<file path="src/rtl/shift_engine_pkg.sv">
// Shared encodings for the shift engine: shift modes and FSM states.
package shift_engine_pkg;

  typedef enum logic [1:0] {
    MODE_LSR = 2'b00,
    MODE_LSL = 2'b01,
    MODE_ROR = 2'b10,
    MODE_ASR = 2'b11
  } mode_e;

  typedef enum logic [1:0] {
    ST_IDLE  = 2'b00,
    ST_SHIFT = 2'b01,
    ST_DONE  = 2'b10
  } state_e;

endpackage

</file>
<file path="src/rtl/shift_engine.sv">
// Multi-mode shift register running a counted job of single-bit shifts.
// All state updates on the falling clock edge.
module shift_engine
  import shift_engine_pkg::*;
#(
  parameter int unsigned          WIDTH     = 8,
  parameter logic [WIDTH-1:0]     RST_VALUE = '0,
  parameter int unsigned          CNT_W     = $clog2(WIDTH + 1)
) (
  input  logic             clk,
  input  logic             rst,
  input  logic [WIDTH-1:0] in_DATA,
  input  logic             in_LOAD,
  input  logic             in_START,
  input  logic [CNT_W-1:0] in_COUNT,
  input  logic [1:0]       in_MODE,
  input  logic             in_SERIAL,
  output logic [WIDTH-1:0] out_DATA,
  output logic             out_SERIAL,
  output logic             out_BUSY,
  output logic             out_DONE
);

  state_e           state_q, state_d;
  mode_e            mode_q, mode_d;
  logic [WIDTH-1:0] data_q, data_d;
  logic [CNT_W-1:0] cnt_q, cnt_d;

  always_ff @(negedge clk or negedge rst) begin
    if (!rst) begin
      state_q <= ST_IDLE;
      mode_q  <= MODE_LSR;
      data_q  <= RST_VALUE;
      cnt_q   <= '0;
    end else begin
      state_q <= state_d;
      mode_q  <= mode_d;
      data_q  <= data_d;
      cnt_q   <= cnt_d;
    end
  end

  always_comb begin
    state_d = state_q;
    mode_d  = mode_q;
    data_d  = data_q;
    cnt_d   = cnt_q;
    case (state_q)
      ST_IDLE: begin
        if (in_LOAD) begin
          data_d = in_DATA;
        end else if (in_START) begin
          mode_d  = mode_e'(in_MODE);
          cnt_d   = in_COUNT;
          state_d = (in_COUNT == '0) ? ST_DONE : ST_SHIFT;
        end
      end
      ST_SHIFT: begin
        case (mode_q)
          MODE_LSR: data_d = {in_SERIAL, data_q[WIDTH-1:1]};
          MODE_LSL: data_d = {data_q[WIDTH-2:0], in_SERIAL};
          MODE_ROR: data_d = {data_q[0], data_q[WIDTH-1:1]};
          MODE_ASR: data_d = {data_q[WIDTH-1], data_q[WIDTH-1:1]};
          default:  data_d = data_q;
        endcase
        cnt_d = cnt_q - CNT_W'(1);
        // Leave on the edge doing the last shift so BUSY lasts exactly N cycles.
        if (cnt_q == CNT_W'(1)) state_d = ST_DONE;
      end
      ST_DONE:  state_d = ST_IDLE;
      default:  state_d = ST_IDLE;
    endcase
  end

  assign out_DATA   = data_q;
  assign out_SERIAL = (mode_q == MODE_LSL) ? data_q[WIDTH-1] : data_q[0];
  assign out_BUSY   = (state_q == ST_SHIFT);
  assign out_DONE   = (state_q == ST_DONE);

endmodule

</file>
<file path="config.mk">
export PLATFORM = sky130hd
export DESIGN_NAME = shift_engine
export DESIGN_NICKNAME = d
export VERILOG_FILES = /design/src/rtl/shift_engine_pkg.sv /design/src/rtl/shift_engine.sv
export SDC_FILE = /design/constraint.sdc
export NUM_CORES = 1
export LEC_CHECK = 0
export CORE_ASPECT_RATIO = 0.8
export CORE_MARGIN = 4
export CORE_UTILIZATION = 41
export CTS_BUF_LIST = sky130_fd_sc_hd__clkbuf_8
export CTS_CLUSTER_SIZE = 20
export DETAILED_ROUTE_END_ITERATION = 7
export GPL_TIMING_DRIVEN = 0
export PLACE_DENSITY = 0.74
export SETUP_SLACK_MARGIN = 0.02
export SLEW_MARGIN = 20
export SYNTH_ARGS = -nofsm -noshare
export SYNTH_HDL_FRONTEND = slang
export SYNTH_SLANG_ARGS = --single-unit
</file>
<file path="constraint.sdc">
create_clock -name clk -period 1.4 [get_ports clk]
set_input_delay 0.28 -clock clk [delete_from_list [all_inputs] [get_ports clk]]
set_output_delay 0.28 -clock clk [all_outputs]
set_load 0.01 [all_outputs]
</file>
==> results by stage, run 1 <==
Route:
- The number of detailed-route iterations in the first pass is 4.
- In the final routed layout, each cell accounts on average for just over 20 um.
- The final routed wirelength across all metal layers is roughly 4000 um.
- The number of DRC violations after detailed routing is 0.
- The post-route antenna net violation count is 0.
- The detailed router placed about 1,200 vias in this run.
- Dividing the detail-routed via count by the number of cells gives around 6.1.
- After the first detailed-routing iteration, the DRC count stood at between 70 and 80.

STA:
- The worst pin sits at a relative slew slack of about half.
- The pin slew with the least headroom to its limit is roughly 0.73 ns.
- The smallest setup slack after layout is -0.889 ns.
- The setup TNS after final layout is -7.89 ns.
- Setup violations remaining at the end of the flow were counted as 27.
- The number of pins with negative max-slew slack in the final report is 0.
- Setup repair after global routing could not meet its margin everywhere.
- The total count of hold-check failures in the final report was 0.
- The final worst clock skew is ~0.0059 ns.

Run status:
- The run finished, with violations left.
- The checks that failed: negative setup slack.

Hold path:
- The start point of the worst hold path is cnt_q[0]$_DFFE_NN0P_.
- The path class of the tightest hold or removal check is reg -> reg.

Placed design:
- The count of input and output buffers is 29.
- The number of placed cells counting well taps is about 160.
- Summed over all nets, the half-perimeter wirelength after detailed placement is slightly above 2000 um.
- The placed instances occupy a cell area of 1420 um^2.
- The final weighted congestion in routability-driven placement is between 0.8 and 0.9.

Floorplan:
- The die width is around 63 um.
- The floorplan step defined a die boundary enclosing 3330 um^2.
- The total area inside the core boundary comes to around 2300 um^2.
- The number of primary I/O pins is 30.
- The initial utilization of the core area, before any placement, comes to between 40% and 50%.
- The overall die height is roughly 52 um.
- The standard-cell row count is 15.

Clock tree:
- Counting along the longest clock path gives a buffer depth of 2.
- At the later pin of the worst-skew pair, clock insertion delay measures around 0.27 ns.
- TritonCTS built the clock tree.
- The library cell used as clock root buffer is sky130_fd_sc_hd__clkbuf_8.
- After clock tree synthesis, the clock-pin slew on the worst setup and hold paths is 0.04 ns.
- The post-cts hold buffer count is 0.
- In this run, CTS created clock tree buffers numbering 3.
- The depth of the CTS H-tree is 1.
- The number of clock sinks seen by CTS is 16.

Synth:
- In this run, synthesis produced a sequential element count of 16.
- The leading register cell type out of synthesis is sky130_fd_sc_hd__dfrtn_1.
- By count the netlist is led by sky130_fd_sc_hd__dfrtn_1 (16), sky130_fd_sc_hd__mux2i_1 (8), sky130_fd_sc_hd__o211ai_1 (8).
- By instance count, the leading cell after synthesis is sky130_fd_sc_hd__dfrtn_1.
- The post-synth net total is between 100 and 150.
- The Yosys warning count is 0.
- The cell type with the highest aggregate area in the netlist is sky130_fd_sc_hd__dfrtn_1.
- The cell count after synthesis is ~100.
- The average cell area after synthesis is between 9 and 10 um^2.
- In the synthesized netlist the async set-or-reset flop fraction comes to between 90% and 100%.
- The number of enable flip-flop cells after synthesis is 0.
- Counting distinct cell types in the post-synthesis netlist gives 34.
- Ranked by total cell area, the synthesized netlist is headed by sky130_fd_sc_hd__dfrtn_1 (40%), sky130_fd_sc_hd__mux2i_1 (7.9%), sky130_fd_sc_hd__o211ai_1 (5.9%).
- The post-synth design cell area is just over 1000 um^2.
- The area fraction of the dominant cell type after synthesis is between 30 and 40%.
- The part of the Yosys area used for sequential elements is approximately two fifths.

Global route:
- The global-route track usage on met3 is under 10%.
- The total overflow left after global routing is 0.
- For met1 alone, demand over resource in global routing was 29.5%.
- The first-pass GRT wire length is 5830 um.
- The busiest layer in global routing is met2.
- Entering global routing, the biggest net connects 17 pins.
- The initial antenna violation count is 0.
- Global routing consumed, over all layers together, a little under a quarter of the routing resources.
- For this run, global-route usage on met2 was measured as 40.9%.
- The number of global-route vias before repair is 1,127.

Final layout:
- The summed area of non-filler cells in the final layout is 1810 um^2.
- The post-route netlist has 52.1% of its cells at a drive strength greater than 1.
- The number of filler instances in the final layout is 135.
- The sequential cell area is around 400 um^2.
- For this run, the number of standard cells in the final layout without fillers is roughly 190.
- The area growth from synthesis to layout is 79.4%.
- The footprint of the multi-input gates is slightly above 700 um^2.
- The final layout contains 192 nets.
- The number of diodes added for antenna fixing is 0.

Flow run:
- The tool flagged a number of max-cap violations equal to 0.

Setup path:
- At the worst endpoint, the arrival time is 2.01 ns.
- For the worst setup path, the data required time is ~1.1 ns.
- The startpoint identified for the worst register-to-register timing path is state_q[1]$_DFFE_NN0P_.
- The signal on the critical path passes through nor2b_4 -> mux2_4 -> buf_6.
- The worst setup path startpoint is mode_q[0]$_DFFE_NN0P_.
- Across all register-to-register paths, the minimum setup slack is -0.09 ns.
- For this run, the slowest stage of the critical path takes between 0.4 and 0.5 ns.
- The worst setup path is captured at a primary output.
- Of all nets on the critical path, the largest fanout is 2.
- The type of the worst setup path is reg -> out.
- STA classifies the critical path startpoint as a flip-flop.
- The slowest library cell on the worst path is sky130_fd_sc_hd__dfrtn_1.

Power:
- The design draws 4390 uW.
- The standby leakage power is 0.000848 uW.
- The areal power density over the cells is ~2400 nW/um^2.
- The maximum vdd ir drop is between 1 and 1.5 mV.
## where the power goes
group / total (uW) / switching [uW] / internal (uW)
combinational: 3130 / 1490 / 1650
sequential: 912 / 193 / 719
clock: 344 / 154 / 191
total: 4390 / 1830 / 2550
## state kept, by name (all words and copies together), names as in the netlist
register,count
mode_q,2
cnt_q,4
out_DATA,8
state_q,2
## repair_timing
action,4_1_cts,5_1_grt
gates cloned,0,0
setup endpoints to repair,43,27
pin swaps,24,21
buffers inserted,23,14
resized for setup,117,12
## worst paths after layout
path / endpoint / cells past startpoint
max in group asynchronous: out_DATA[1]$_DFFE_NN0P_ / 1
worst min-delay path: cnt_q[0]$_DFFE_NN0P_ / 2
worst max-delay path: out_SERIAL / 3
min in group asynchronous: cnt_q[2]$_DFFE_NN0P_ / 1
worst max register to register: cnt_q[0]$_DFFE_NN0P_ / 5
worst min register to register: cnt_q[0]$_DFFE_NN0P_ / 2
## cell families after synthesis
group                      synth area share [%]
buffers and inverters                      5.70
muxes                                      12.4
AOI/OAI and AO/OA                          23.0
adders and majority gates                  2.48
DFF                                        39.7
and+or+nand+nor                            16.7
## stage by stage
step / hold slack [ns] / utilization, % / setup WS, ns
floorplan: 0.448 / - / -0.608
detailed placement: 0.485 / 63.2 / -1.13
global route: 0.583 / 80.4 / -0.949
global placement: 0.469 / 63.2 / -1.11
CTS: 0.538 / 75.1 / -0.922
finish: 0.543 / 80.4 / -0.889
## cell usage in the layout, fill, tap and decap left out, types with 6 or more instances in the layout
cell type	Yosys	layout
sky130_fd_sc_hd__buf_8	0	6
sky130_fd_sc_hd__buf_4	0	31
sky130_fd_sc_hd__inv_1	6	6
sky130_fd_sc_hd__nand2_1	6	6
sky130_fd_sc_hd__dfrtn_1	16	16
sky130_fd_sc_hd__dlygate4sd2_1	0	9
sky130_fd_sc_hd__o211ai_1	8	8
sky130_fd_sc_hd__buf_2	4	8
sky130_fd_sc_hd__mux2i_1	8	8
sky130_fd_sc_hd__buf_6	0	12
## critical path, delay by kind of cell (launching register included)
family	cells	cell delay [ns]
AND/OR/NAND/NOR	1	0.18
multiplexers	1	0.31
flip-flops	1	0.43
buffers and inverters	1	0.12
## per-layer routing
metal	part of all wire, %	routed length [um]
met2	52	2070
met3	6.3	250
met1	39	1560
met4	2.9	115
met5	0	0
## final cells by class
class | instances | share of cell area, %
clock buffer | 3 | 2.28
multi-input combinational | 73 | 38.9
tap | 25 | 1.73
sequential | 16 | 22.1
inverter | 8 | 1.80
buffer | 4 | 2.56
timing repair buffer | 65 | 30.7
(Power assumes the default switching activity.)
==> inputs of run 2 (changes only) <==
==> constraint.sdc (replaced) <==
create_clock -name clk -period 2.1 [get_ports clk]
set_input_delay 0.42 -clock clk [delete_from_list [all_inputs] [get_ports clk]]
set_output_delay 0.42 -clock clk [all_outputs]
set_load 0.01 [all_outputs]
==> results by stage, run 2 (synthesized netlist as in run 1, its figures left out) <==
Run status:
- The run finished, with violations left.
- The final reports fail on negative setup slack.

Setup path:
- The sort of element at the end of the critical path is a primary output.
- The largest fanout on the critical path is 2.
- The arrival time reported for the critical path endpoint is ~2.4 ns.
- The critical register-to-register path startpoint is state_q[1]$_DFFE_NN0P_.
- Data on the critical path is required at its endpoint by between 1.5 and 2 ns.
- The critical path is of the reg -> out type.
- The worst setup path startpoint is mode_q[0]$_DFFE_NN0P_.
- The worst setup path is launched from a flip-flop.

Power:
- The design draws approximately 2800 uW.
- The maximum vdd ir drop is between 0.8 and 0.9 mV.
- For this design the ratio of total power to cell area is between 1500 and 2000 nW/um^2.
- In this run the static leakage power is between 0.0008 and 0.0009 uW.

Floorplan:
- The die covers between 3000 and 4000 um^2.
- The die width is around 63 um.
- Once the floorplan was initialized, standard cells occupied 44.8% of the core.
- The standard-cell row count is 15.
- During I/O placement, the number of pins put on the boundary was 30.
- The core footprint is roughly 2300 um^2.
- The die is about 52 um tall.

Final layout:
- Counting the fill cells in the layout gives between 100 and 150.
- The post-route netlist has 45.7% of its cells at a drive strength greater than 1.
- The number of nets in the layout is between 150 and 200.
- The number of flip-flops under the largest register name is 8.
- The top cell types in the final layout, fill and taps aside, are sky130_fd_sc_hd__buf_4 (24), sky130_fd_sc_hd__dfrtn_1 (16), sky130_fd_sc_hd__buf_2 (10), sky130_fd_sc_hd__buf_6 (9).
- Compared with the post-synthesis result, the final layout area differs by 72.6%.
- The sequential cell area is ~400 um^2.
- 0 antenna diodes ended up in the layout.
- The footprint of the multi-input gates is 683 um^2.
- Leaving out fill and tap cells, the most frequent cell in the layout is sky130_fd_sc_hd__buf_4.

Global route:
- The first global-routing pass estimated around 5500 um of wire.
- The total routing usage reported by global routing is between 20% and 30%.
- The initial antenna violation count is 0.
- Entering global routing, the biggest net connects 17 pins.
- The number of global-route vias before repair is approximately 1,100.
- The overall overflow remaining after global route is 0.

Clock tree:
- The library cell used as clock root buffer is sky130_fd_sc_hd__clkbuf_8.
- The number of buffers between clock root and the deepest sink is 2.
- The depth of the CTS H-tree is 1.
- The TritonCTS clock tree is yes.
- Clock-pin slew was measured on the worst setup and hold paths at 0.05 ns.
- The clock latency reported for the late side of the worst-skew pair is approximately 0.27 ns.
- After clock tree synthesis, the flow added hold-fix buffers numbering 0.
- The number of buffers added by the clock tree synthesis step is 3.
- The clock drives 16 sinks.

STA:
- Setup repair after global routing could not meet its margin everywhere.
- Across the routed clock network, the largest skew measured is about 0.0027 ns.
- The tightest slew margin relative to the limit is ~49%.
- The total count of hold-check failures in the final report is 0.
- The smallest setup slack after layout is -0.671 ns.
- The number of pins with negative max-slew slack in the final report is 0.
- Setup violations remaining at the end of the flow were counted as 14.
- For the pin with the worst max-slew slack, the measured transition is between 0.7 and 0.8 ns.

Flow run:
- Max-cap violations in this run came to 0.

Route:
- The first routing iteration left 57 violations.
- For this run, design rule violations remaining after detail routing come to 0.
- The detailed-route via count is 1,164.
- The detail-routed via count per cell is 6.22.
- Once detail routing completed, the nets flagged for antenna violations numbered 0.
- The final routed wirelength across all metal layers is about 3600 um.
- The number of detailed-route iterations in the first pass is 4.
- Dividing the detail-routed wire length by the instance count gives 19.3 um.

Placed design:
- The placed wire-length estimate after detailed placement is 2090 um.
- The worst setup slack before clock tree synthesis is -0.919 ns.
- Routability-driven placement finished with a final weighted congestion of 0.849.
- During placement, the flow inserted port buffers numbering 29.

Hold path:
- The worst min-delay path category is reg -> reg.
- The worst hold path begins at cnt_q[0]$_DFFE_NN0P_.
[run 2: final timing paths]
| kind | slack [ns] | cells past startpoint | end |
|---|---|---|---|
| setup / recovery | -0.67 | 3 | out_SERIAL |
| hold / removal | 0.54 | 2 | cnt_q[0]$_DFFE_NN0P_ |
| setup reg to reg | 0.54 | 6 | cnt_q[1]$_DFFE_NN0P_ |
| hold reg to reg | 0.54 | 2 | cnt_q[0]$_DFFE_NN0P_ |
| max in group asynchronous | 0.45 | 1 | out_DATA[7]$_DFFE_NN0P_ |
| min in group asynchronous | 1.14 | 1 | cnt_q[1]$_DFFE_NN0P_ |
[run 2: final cells by class]
class                           count  share of cell area, %
Sequential cell                    16                   23.0
Multi-Input combinational cell     73                   39.2
Clock buffer                        4                   3.16
Tap cell                           25                   1.79
Buffer                              5                   2.87
Timing Repair Buffer               56                   27.9
Inverter                            8                   2.15
[run 2: worst max-delay path, cell delays in order (launching register included)]
cell and delay [ns]:
sky130_fd_sc_hd__dfrtn_1 0.42, sky130_fd_sc_hd__nor2b_4 0.18, sky130_fd_sc_hd__mux2_4 0.31, sky130_fd_sc_hd__buf_6 0.12
[run 2: what timing repair did]
item	CTS	global route
pin swaps	12	14
resized for setup	89	21
setup buffers	22	5
endpoints found under the hold margin	0	0
endpoints found under the setup margin	27	37
[run 2: power by group]
| part | total, uW | switching (uW) | internal (uW) |
|---|---|---|---|
| clock network | 287 | 120 | 167 |
| registers | 605 | 126 | 479 |
| logic | 1910 | 926 | 986 |
[run 2: stage by stage]
step	util [%]	hold WS [ns]	setup TNS [ns]	cells	cell area [um^2]
after global routing	77.4	0.602	-3.71	187	1740
after CTS	73.8	0.541	-3.48	183	1660
after detailed placement	62.8	0.492	-20.57	157	1410
final	77.4	0.541	-3.33	187	1740
after global placement	62.8	0.477	-19.87	157	1410
after floorplan	-	0.448	-1.36	103	1090
[run 2: metal layers]
layer	track usage (%)	share of wire [%]
met2	37.3	47
met4	3.23	1.9
met3	6.22	10
met1	27.7	41
met5	0	0
==> inputs of run 3 (changes only) <==
--- a/config.mk
+++ b/config.mk
@@ -12,7 +12,7 @@
 export CTS_CLUSTER_SIZE = 20
 export DETAILED_ROUTE_END_ITERATION = 7
 export GPL_TIMING_DRIVEN = 0
-export PLACE_DENSITY = 0.74
+export PLACE_DENSITY = 0.71
 export SETUP_SLACK_MARGIN = 0.02
 export SLEW_MARGIN = 20
 export SYNTH_ARGS = -nofsm -noshare
==> results by stage, run 3 (synthesized netlist as in run 1, its figures left out) <==
Setup path:
- The worst setup path is of the reg -> out kind.
- The number of cells on the worst reg-to-reg path is 6.
- The worst register-to-register path has a setup slack of about 0.42 ns.
- The arrival time reported for the critical path endpoint is 2.33 ns.
- The worst reg2reg path endpoint is cnt_q[0]$_DFFE_NN0P_.
- The largest fanout on the critical path is 2.
- The sort of element at the end of the critical path is a primary output.
- STA classifies the critical path startpoint as a flip-flop.
- For the worst setup path, the data required time is roughly 1.7 ns.
- In this run the critical register-to-register path is launched from state_q[1]$_DFFE_NN0P_.

Floorplan:
- The die covers ~3300 um^2.
- In this run the vertical extent of the chip is about 52 um.
- The total area inside the core boundary comes to 2250 um^2.
- During I/O placement, the number of pins put on the boundary was 30.
- In this run the horizontal extent of the chip is approximately 63 um.
- The floorplan has 15 rows.
- For this configuration, the core starts out at a cell density of between 40% and 50%.

STA:
- Setup repair after global routing could not meet its margin everywhere.
- Once routing completed, OpenROAD measured the worst setup slack at -0.647 ns.
- Between clock sinks in the finished design, the worst skew comes to 0.00498 ns.
- The number of pins with negative max-slew slack in the final report is 0.
- The worst pin sits at a relative slew slack of between 40 and 50%.
- The setup TNS after final layout is -3.06 ns.
- The total count of hold-check failures in the final report is 0.
- Setup violations remaining at the end of the flow were counted as 14.
- For the pin with the worst max-slew slack, the measured transition is between 0.7 and 0.8 ns.

Power:
- The areal power density over the cells is between 1500 and 2000 nW/um^2.
- Per report_power, the sequential group accounts for between 20% and 30% of the total.
- The switching power summed over all nets is 1070 uW.
- The switching share of power is a little over two fifths.
- The internal power is between 1000 and 1500 uW.
- The worst-case IR drop observed on VDD is around 1.1 mV.
- The analysis attributes to cell leakage a power of approximately 0.0008 uW.
- In this run, the clock network consumes under 10% of the power.
- The share of total power dissipated in combinational logic is 67.7%.

Clock tree:
- The number of buffers added by the clock tree synthesis step is 3.
- The TritonCTS clock tree is yes.
- CTS saw 16 sinks.
- In this run the number of H-tree levels came out at 1.
- The clock latency reported for the late side of the worst-skew pair is ~0.27 ns.
- In this run the clock root is driven by a sky130_fd_sc_hd__clkbuf_8.
- The clock transition at the registers of the reported paths is 0.05 ns.
- The post-cts hold buffer count is 0.
- No sink is reached through more buffers than the 2 on the longest clock path.

Final layout:
- Once layout is done, the placed cells without fillers occupy 1650 um^2.
- The non-filler instance count after layout is 180.
- The utilization after layout is approximately 73%.
- The number of flip-flops under the largest register name is 8.
- The number of nets in the layout is between 150 and 200.
- The area growth from synthesis to layout is 63.1%.
- The library cell used most frequently in the layout, excluding fill and tap cells, is sky130_fd_sc_hd__buf_4.
- 0 antenna diodes ended up in the layout.
- The fraction of final layout cells with drive strength greater than 1 is 41.9%.
- In the layout the commonest cells are sky130_fd_sc_hd__buf_4 (20), sky130_fd_sc_hd__dfrtn_1 (16), sky130_fd_sc_hd__buf_2 (11), sky130_fd_sc_hd__mux2i_1 (8), sky130_fd_sc_hd__o211ai_1 (8).

Route:
- The initial detailed-routing violation count is slightly above 50.
- The final routed wirelength across all metal layers is 3130 um.
- In the final routed layout, each cell accounts on average for between 15 and 20 um.
- In this run the remaining antenna-violating nets after routing total 0.
- Dividing the detail-routed via count by the number of cells gives 5.77.
- The routed layout has between 1,000 and 1,500 vias.
- For this run, design rule violations remaining after detail routing come to 0.
- The number of detailed-route iterations in the first pass is 4.

Placed design:
- The placed standard-cell area is 1410 um^2.
- The number of placed cells counting well taps is 157.
- Prior to clock tree synthesis, the placed netlist has a worst setup slack of -0.933 ns.
- The final weighted congestion in routability-driven placement is between 0.8 and 0.9.
- The placed wire-length estimate after detailed placement is a little over 2000 um.
- The count of input and output buffers is 29.

Global route:
- For this run the aggregate overflow at the end of global routing stands at 0.
- Global routing consumed, over all layers together, a little over a fifth of the routing resources.
- The initial antenna violation count is 0.
- The largest net degree at the start of global routing is 17.
- The first-pass GRT wire length is around 5300 um.
- The number of global-route vias before repair was about 1,100.

Hold path:
- In this run the most critical hold path is launched from cnt_q[2]$_DFFE_NN0P_.
- The worst hold path was traced through 2 stages.
- The destination of the worst hold path is cnt_q[2]$_DFFE_NN0P_.
- The worst min-delay path category is reg -> reg.

Run status:
- The final reports fail on negative setup slack.
- The flow ran to the end, but the final reports show violations.

Flow run:
- The number of maximum-capacitance constraint violations is 0.
[run 3: cell type report]
type,count,area (um^2)
well taps,25,31.3
inverters,8,32.5
flip-flops and latches,16,400
fillers,178,606
multi-input cells,73,676
clock buffers,3,41.3
repair buffers,50,415
plain buffers,5,50.0
[run 3: repair_timing]
action                                  4_1_cts  5_1_grt
pin swaps                                    11       13
resized for setup                            86       12
endpoints found under the setup margin       43       24
buffers inserted                             19        2
endpoints found under the hold margin         0        0
[run 3: stage by stage]
stage	hold WS [ns]	total power, uW
global placement	0.476	1920
global route	0.586	2760
floorplan	0.448	1490
finish	0.537	2570
CTS	0.546	2510
detailed placement	0.476	1950
[run 3: critical path, stage by stage (launching register included)]
cell                      delay [ns]
sky130_fd_sc_hd__dfrtn_1        0.41
sky130_fd_sc_hd__nor2b_4        0.17
sky130_fd_sc_hd__mux2_4         0.31
sky130_fd_sc_hd__buf_6          0.12
[run 3: how the worst max path moves through the flow]
stage | start | endpoint | slack [ns] | cells after the start
finish | mode_q[0]$_DFFE_NN0P_ | out_SERIAL | -0.65 | 3
global placement | mode_q[0]$_DFFE_NN0P_ | out_SERIAL | -0.91 | 4
floorplan | mode_q[0]$_DFFE_NN0P_ | out_SERIAL | -0.40 | 3
detailed placement | mode_q[0]$_DFFE_NN0P_ | out_SERIAL | -0.93 | 4
CTS | mode_q[0]$_DFFE_NN0P_ | out_SERIAL | -0.70 | 4
global route | mode_q[0]$_DFFE_NN0P_ | out_SERIAL | -0.70 | 3
[run 3: metal layers]
layer,GRT usage [%],routed length (um),vias to the layer above
met2,35.2,1440,35
met5,0,0,-
met4,6.09,54,0
li1,-,-,492
met3,4.94,235,6
met1,28.1,1400,506
[run 3: power by group through the flow]
| stage | Clock [uW] | Combinational, uW | Sequential [uW] |
|---|---|---|---|
| after floorplan | 0 | 838 | 651 |
| after detailed placement | 0 | 1290 | 663 |
| final | 238 | 1740 | 591 |
| after global routing | 261 | 1880 | 617 |
| after global placement | 0 | 1270 | 655 |
| after CTS | 238 | 1680 | 591 |
